[src/rtl/microarchtrace_pkt_decoder.sv]
// Byte-stream trace packet decoder: header/pc/insn/c_insn parsing into a small event FIFO.
// Optional sequence checking is enabled by defining MATRACE_SEQ_CHECK_EN.
module microarchtrace_pkt_decoder #(
  parameter int EV_FIFO_DEPTH  = 4,
  parameter int TIMEOUT_CYCLES = 0
) (
  input  logic        clk,
  input  logic        rst,
  input  logic        in_valid,
  output logic        in_ready,
  input  logic [7:0]  in_data,
  output logic        ev_valid,
  input  logic        ev_ready,
  output logic [2:0]  ev_type,
  output logic [31:0] ev_pc,
  output logic [31:0] ev_insn,
  output logic        ev_c,
  output logic [15:0] ev_c_insn,
  output logic        err_illegal,
  output logic        err_seq,
  output logic        err_timeout,
  output logic [1:0]  dbg_state
);

  // Handshakes: a byte moves when in_valid && in_ready; an event moves when ev_valid && ev_ready.
  typedef enum logic [1:0] {S_HDR = 2'd0, S_PC = 2'd1, S_INSN = 2'd2, S_CINSN = 2'd3} state_t;

  typedef struct packed {
    logic [2:0]  typ;
    logic [31:0] pc;
    logic [31:0] insn;
    logic        c;
    logic [15:0] c_insn;
  } ev_t;

  localparam int AW = $clog2(EV_FIFO_DEPTH);
  localparam logic [AW:0] FULL_CNT = (AW+1)'(EV_FIFO_DEPTH);
  localparam bit TO_EN = (TIMEOUT_CYCLES > 0);
  localparam logic [15:0] TO_LAST = TO_EN ? 16'(TIMEOUT_CYCLES - 1) : 16'd0;

  state_t      r_state;
  logic [1:0]  r_cnt;
  logic [2:0]  r_type;
  logic        r_c;
  logic [31:0] r_pc;
  logic [31:0] r_insn;
  logic [7:0]  r_cinsn_lo;
  logic [15:0] r_to_cnt;
  logic        r_err_illegal;
  logic        r_err_timeout;

  ev_t         r_mem [EV_FIFO_DEPTH];
  logic [AW-1:0] r_wptr;
  logic [AW-1:0] r_rptr;
  logic [AW:0]   r_count;

  logic        w_acc;
  logic        w_full;
  logic        w_pop;
  logic        w_push;
  ev_t         w_push_ev;
  ev_t         w_head;
  logic [2:0]  w_hdr_type;

  assign w_full     = (r_count == FULL_CNT);
  assign in_ready   = !w_full;
  assign w_acc      = in_valid && in_ready;
  assign ev_valid   = (r_count != '0);
  assign w_pop      = ev_valid && ev_ready;
  assign w_hdr_type = in_data[7:5];

  // Event assembly uses the in-flight byte so the push lands in the accepting cycle.
  always_comb begin
    w_push    = 1'b0;
    w_push_ev = '0;
    case (r_state)
      S_HDR: begin
        if (w_acc && w_hdr_type == 3'd1) begin
          w_push        = 1'b1;
          w_push_ev.typ = 3'd1;
        end
      end
      S_PC: begin
        if (w_acc && r_cnt == 2'd3 && r_type >= 3'd3) begin
          w_push        = 1'b1;
          w_push_ev.typ = r_type;
          w_push_ev.pc  = {in_data, r_pc[23:0]};
        end
      end
      S_INSN: begin
        if (w_acc && r_cnt == 2'd3 && !r_c) begin
          w_push         = 1'b1;
          w_push_ev.typ  = r_type;
          w_push_ev.pc   = r_pc;
          w_push_ev.insn = {in_data, r_insn[23:0]};
        end
      end
      S_CINSN: begin
        if (w_acc && r_cnt == 2'd1) begin
          w_push           = 1'b1;
          w_push_ev.typ    = r_type;
          w_push_ev.pc     = r_pc;
          w_push_ev.insn   = r_insn;
          w_push_ev.c      = 1'b1;
          w_push_ev.c_insn = {in_data, r_cinsn_lo};
        end
      end
      default: ;
    endcase
  end

  always_ff @(posedge clk or posedge rst) begin
    if (rst) begin
      r_state       <= S_HDR;
      r_cnt         <= 2'd0;
      r_type        <= 3'd0;
      r_c           <= 1'b0;
      r_pc          <= 32'd0;
      r_insn        <= 32'd0;
      r_cinsn_lo    <= 8'd0;
      r_to_cnt      <= 16'd0;
      r_err_illegal <= 1'b0;
      r_err_timeout <= 1'b0;
    end else begin
      r_err_illegal <= 1'b0;
      r_err_timeout <= 1'b0;
      if (w_acc) begin
        r_to_cnt <= 16'd0;
        case (r_state)
          S_HDR: begin
            if (w_hdr_type >= 3'd5) begin
              r_err_illegal <= 1'b1;
            end else if (w_hdr_type != 3'd1) begin
              r_type  <= w_hdr_type;
              r_c     <= in_data[4] && (w_hdr_type == 3'd0 || w_hdr_type == 3'd2);
              r_state <= S_PC;
              r_cnt   <= 2'd0;
            end
          end
          S_PC: begin
            r_pc[{r_cnt, 3'b000} +: 8] <= in_data;
            r_cnt <= r_cnt + 2'd1;
            if (r_cnt == 2'd3) begin
              r_cnt   <= 2'd0;
              r_state <= (r_type >= 3'd3) ? S_HDR : S_INSN;
            end
          end
          S_INSN: begin
            r_insn[{r_cnt, 3'b000} +: 8] <= in_data;
            r_cnt <= r_cnt + 2'd1;
            if (r_cnt == 2'd3) begin
              r_cnt   <= 2'd0;
              r_state <= r_c ? S_CINSN : S_HDR;
            end
          end
          S_CINSN: begin
            r_cinsn_lo <= in_data;
            r_cnt      <= r_cnt + 2'd1;
            if (r_cnt == 2'd1) begin
              r_cnt   <= 2'd0;
              r_state <= S_HDR;
            end
          end
          default: r_state <= S_HDR;
        endcase
      end else if (TO_EN && r_state != S_HDR) begin
        // Stalls on a full FIFO count as idle; the partial packet is simply dropped.
        if (r_to_cnt == TO_LAST) begin
          r_state       <= S_HDR;
          r_cnt         <= 2'd0;
          r_to_cnt      <= 16'd0;
          r_err_timeout <= 1'b1;
        end else begin
          r_to_cnt <= r_to_cnt + 16'd1;
        end
      end
    end
  end

`ifdef MATRACE_SEQ_CHECK_EN
  logic [3:0] r_exp_seq;
  logic       r_err_seq;

  always_ff @(posedge clk or posedge rst) begin
    if (rst) begin
      r_exp_seq <= 4'd0;
      r_err_seq <= 1'b0;
    end else if (w_acc && r_state == S_HDR && w_hdr_type <= 3'd4) begin
      r_err_seq <= (in_data[3:0] != r_exp_seq);
      r_exp_seq <= in_data[3:0] + 4'd1;
    end else begin
      r_err_seq <= 1'b0;
    end
  end

  assign err_seq = r_err_seq;
`else
  assign err_seq = 1'b0;
`endif

  always_ff @(posedge clk) begin
    if (w_push) r_mem[r_wptr] <= w_push_ev;
  end

  always_ff @(posedge clk or posedge rst) begin
    if (rst) begin
      r_wptr  <= '0;
      r_rptr  <= '0;
      r_count <= '0;
    end else begin
      if (w_push) r_wptr <= r_wptr + 1'b1;
      if (w_pop)  r_rptr <= r_rptr + 1'b1;
      case ({w_push, w_pop})
        2'b10:   r_count <= r_count + 1'b1;
        2'b01:   r_count <= r_count - 1'b1;
        default: r_count <= r_count;
      endcase
    end
  end

  // Outputs read as zero whenever the FIFO is empty, including straight out of reset.
  assign w_head      = ev_valid ? r_mem[r_rptr] : '0;
  assign ev_type     = w_head.typ;
  assign ev_pc       = w_head.pc;
  assign ev_insn     = w_head.insn;
  assign ev_c        = w_head.c;
  assign ev_c_insn   = w_head.c_insn;
  assign err_illegal = r_err_illegal;
  assign err_timeout = r_err_timeout;
  assign dbg_state   = r_state;

endmodule

[config.mk]
export PLATFORM = sky130hd
export DESIGN_NAME = microarchtrace_pkt_decoder
export DESIGN_NICKNAME = d
export VERILOG_FILES = /design/src/rtl/microarchtrace_pkt_decoder.sv
export SDC_FILE = /design/constraint.sdc
export NUM_CORES = 1
export LEC_CHECK = 0
export BUFFER_PORTS_ARGS = -buffer_cell sky130_fd_sc_hd__buf_2
export CAP_MARGIN = 20
export CORE_MARGIN = 4
export CORE_UTILIZATION = 65
export CTS_CLUSTER_DIAMETER = 120
export CTS_CLUSTER_SIZE = 20
export DETAILED_ROUTE_END_ITERATION = 6
export PLACE_DENSITY = 0.84
export SETUP_SLACK_MARGIN = 0.1
export SYNTH_ARGS = -nofsm -noshare
export SYNTH_HDL_FRONTEND = slang
export SYNTH_SLANG_ARGS = --single-unit
[constraint.sdc]
create_clock -name clk -period 12.28 [get_ports clk]
set_input_delay 0.614 -clock clk [delete_from_list [all_inputs] [get_ports clk]]
set_output_delay 0.614 -clock clk [all_outputs]
set_load 0.005 [all_outputs]
==> results.toml <==
[status]
status = "completed"

[setup_path]
crit_type = "reg2out"
crit_family = "flip-flops"
cpMaxStageDelayCell = "dfrtp_4"
cpPeakStageDelay_ps = 1010
crit_arrival_ps = 3370
cp-end-kind = "output pin"
path_buf_inv = 2
worstSetupStartpointType = "register"
worstPathRequired_ps = 11670
path_max_fanout = 45
crit_chain = "buf_4 > mux4_2 > and2_1 > buf_2"

[yosys]
async_flop_share_pct = 20.8
ys_seq_area_share_pct = 70.3
yosys_most_used_dff = "edfxtp_1"
syn-cell-area_um2 = 17500
synth.distinct_cells = 59
syn_inst = 959
yosysWarnings = 0
synth_seq_cells = 424
avgSynthCellArea_um2 = 18.2
synth_edf_count = 336

[cts]
clock_path_buffers = 3
clk_latency_ps = 540
clockRootBuffer = "clkbuf_16"
cts_hold_buf = 0
numClockSinks = 424
htreeDepth = 1
ctsResizeCount = 0
post_cts.repair.setup_buffers = 0
clk_pin_slew_ps = 90
cts_buffers = 25
cts_tree = "yes"

[global_route]
grt_pass1_wl_um = 52200
grt.total_usage_pct = 23.2
grt_pass1_vias = 8966
grt_overflow_total = 0
grt_max_degree = 87
antenna_found_initial = 0

[die]
die_x_um = 172
core_um2 = 26300
die_area_um2 = 29600
dieHeight_um = 172
ios = 103
rows = 59
initial_core_util_pct = 66.6

[placement]
placed_area_um2 = 18300
placed_cells = 1358
dpl.hpwl_um = 20500
port_buffers = 100
finalWeightedCongestion = 0.827

[power]
power_density_nw_per_um2 = 175
peakVddDrop_uv = 171
total_power_mw = 3.33
p_leak_nw = 7.53

[detailed_routing]
drt-wirelength-per-cell_um = 23.8
ant_nets = 0
viasPerCell = 6.26
first_iter_violations = 922
drt_first_pass_iters = 5
via_count = 8784
drc = 0
routed_wl_um = 33500

[timing]
fmax_ghz = 0.251
tightest_slew_ps = 1070
hold_violations = 0
period_needed_ps = 3980
relSlewSlack_pct = 28.4
drv_slew = 0
setup_viol_count_final = 0
setup-tns-final_ps = 0
timing.final.crit_share_pct = 32.4
finClkSkew_ps = 31.7
rsz0062_at_grt = "no"

[layout]
final_cells = 1404
finalNetCount = 1081
final_util_pct = 72.4
final_area_um2 = 19000
antennaDiodeCount = 0
post_route_cells_drive_above_1_share_pct = 30.1
syn2layout_area_growth_pct = 8.77

[hold_path]
hold_path_class = "in2async"

[flow_run]
drv_cap = 0
where the power goes:
group,switching [mW],total [mW],internal [mW]
Combinational,0.380,0.790,0.411
Clock,0.429,0.818,0.389
Sequential,0.113,1.72,1.61
Total,0.922,3.33,2.40
layout by cell type, fill, tap and decap left out, types with 3 or more instances in the layout:
cell type / count
edfxtp_1: 336
and2_1: 151
buf_2: 100
dfrtp_1: 86
mux4_2: 84
mux2_2: 72
clkbuf_16: 25
nor2b_1: 24
clkbuf_1: 19
ha_1: 17
inv_1: 16
a22o_1: 16
nand2_1: 13
buf_4: 9
nand3_2: 8
nor2_1: 7
o21ai_0: 6
nor3_1: 6
nor2_4: 5
nor4_1: 5
or4_1: 4
o31ai_1: 3
a21oi_1: 3
xor2_1: 3
mux2i_1: 3
nor3b_1: 3
cells in the mapped netlist (3+ instances only):
cell type / instances / area, um2
edfxtp_1: 336 / 10100
and2_1: 151 / 945
dfrtp_1: 88 / 2200
mux4_2: 84 / 1890
mux2_2: 72 / 811
clkbuf_1: 25 / 93.8
nor2b_1: 24 / 150
ha_1: 17 / 213
inv_1: 17 / 63.8
a22o_1: 16 / 140
nand2_1: 13 / 48.8
nor2_1: 11 / 41.3
buf_2: 9 / 45.0
nand3_2: 8 / 80.1
buf_4: 7 / 52.6
nor3_1: 7 / 35.0
o21ai_0: 6 / 30.0
nor4_1: 5 / 31.3
or4_1: 4 / 30.0
a21oi_1: 3 / 15.0
buf_1: 3 / 11.3
mux2i_1: 3 / 30.0
nor3b_1: 3 / 22.5
o31ai_1: 3 / 22.5
xor2_1: 3 / 26.3
worst paths after layout:
path                       depth (start not counted)  slack, ps      endpoint          from
max                                                4       8300    ev_insn[6]     r_rptr[0]
min                                                2         90    r_count[2]           rst
max reg2reg                                        6       8510  r_mem[0][31]  dbg_state[1]
min reg2reg                                        1        500       r_pc[4]       r_pc[4]
max in group asynchronous                          3      11030      r_pc[12]           rst
min in group clk                                   3        460     r_rptr[0]      ev_ready
registers in the layout, summed over array words and instances (netlist names):
signal	count
r_type	3
r_count	3
r_c	1
r_cnt	2
r_rptr	2
r_mem	336
r_cinsn_lo	8
r_wptr	2
r_insn	32
r_pc	32
dbg_state	2
err_illegal	1
metal layers:
| metal | vias up | GRT usage (%) | share of wire (%) | wire, um |
|---|---|---|---|---|
| li1 | 3851 | - | - | - |
| met1 | 4554 | 36.8 | 44 | 14800 |
| met2 | 334 | 35.9 | 48 | 16100 |
| met3 | 45 | 2.88 | 6.4 | 2150 |
| met4 | 0 | 4.82 | 1.5 | 498 |
| met5 | - | 0 | 0 | 0 |
cells by family after synthesis:
kind of cell	synth area share [%]
flip-flops	70.3
buffers and inverters	1.69
adder cells (fa/ha/maj)	1.33
other	0.0214
AND/OR/NAND/NOR	8.75
AO/OA/AOI/OAI	2.00
XOR/XNOR	0.250
multiplexers	15.7
metrics by stage:
| step | worst slack (ps) | hold WS [ps] |
|---|---|---|
| detailed placement | 8490 | 486 |
| global route | 7960 | 130 |
| floorplan | 6850 | 456 |
| CTS | 8170 | 96.2 |
| finish | 8300 | 90.0 |
| global placement | 8640 | 476 |
area by class of cell:
class | instances | area (um2)
Clock buffer | 44 | 697
Clock inverter | 1 | 16.3
Fill cell | 1550 | 7250
Inverter | 19 | 72.6
Multi-Input combinational cell | 471 | 4950
Sequential cell | 424 | 12300
Tap cell | 335 | 419
Timing Repair Buffer | 110 | 579
No activity file was read; power rests on OpenSTA's default activity.
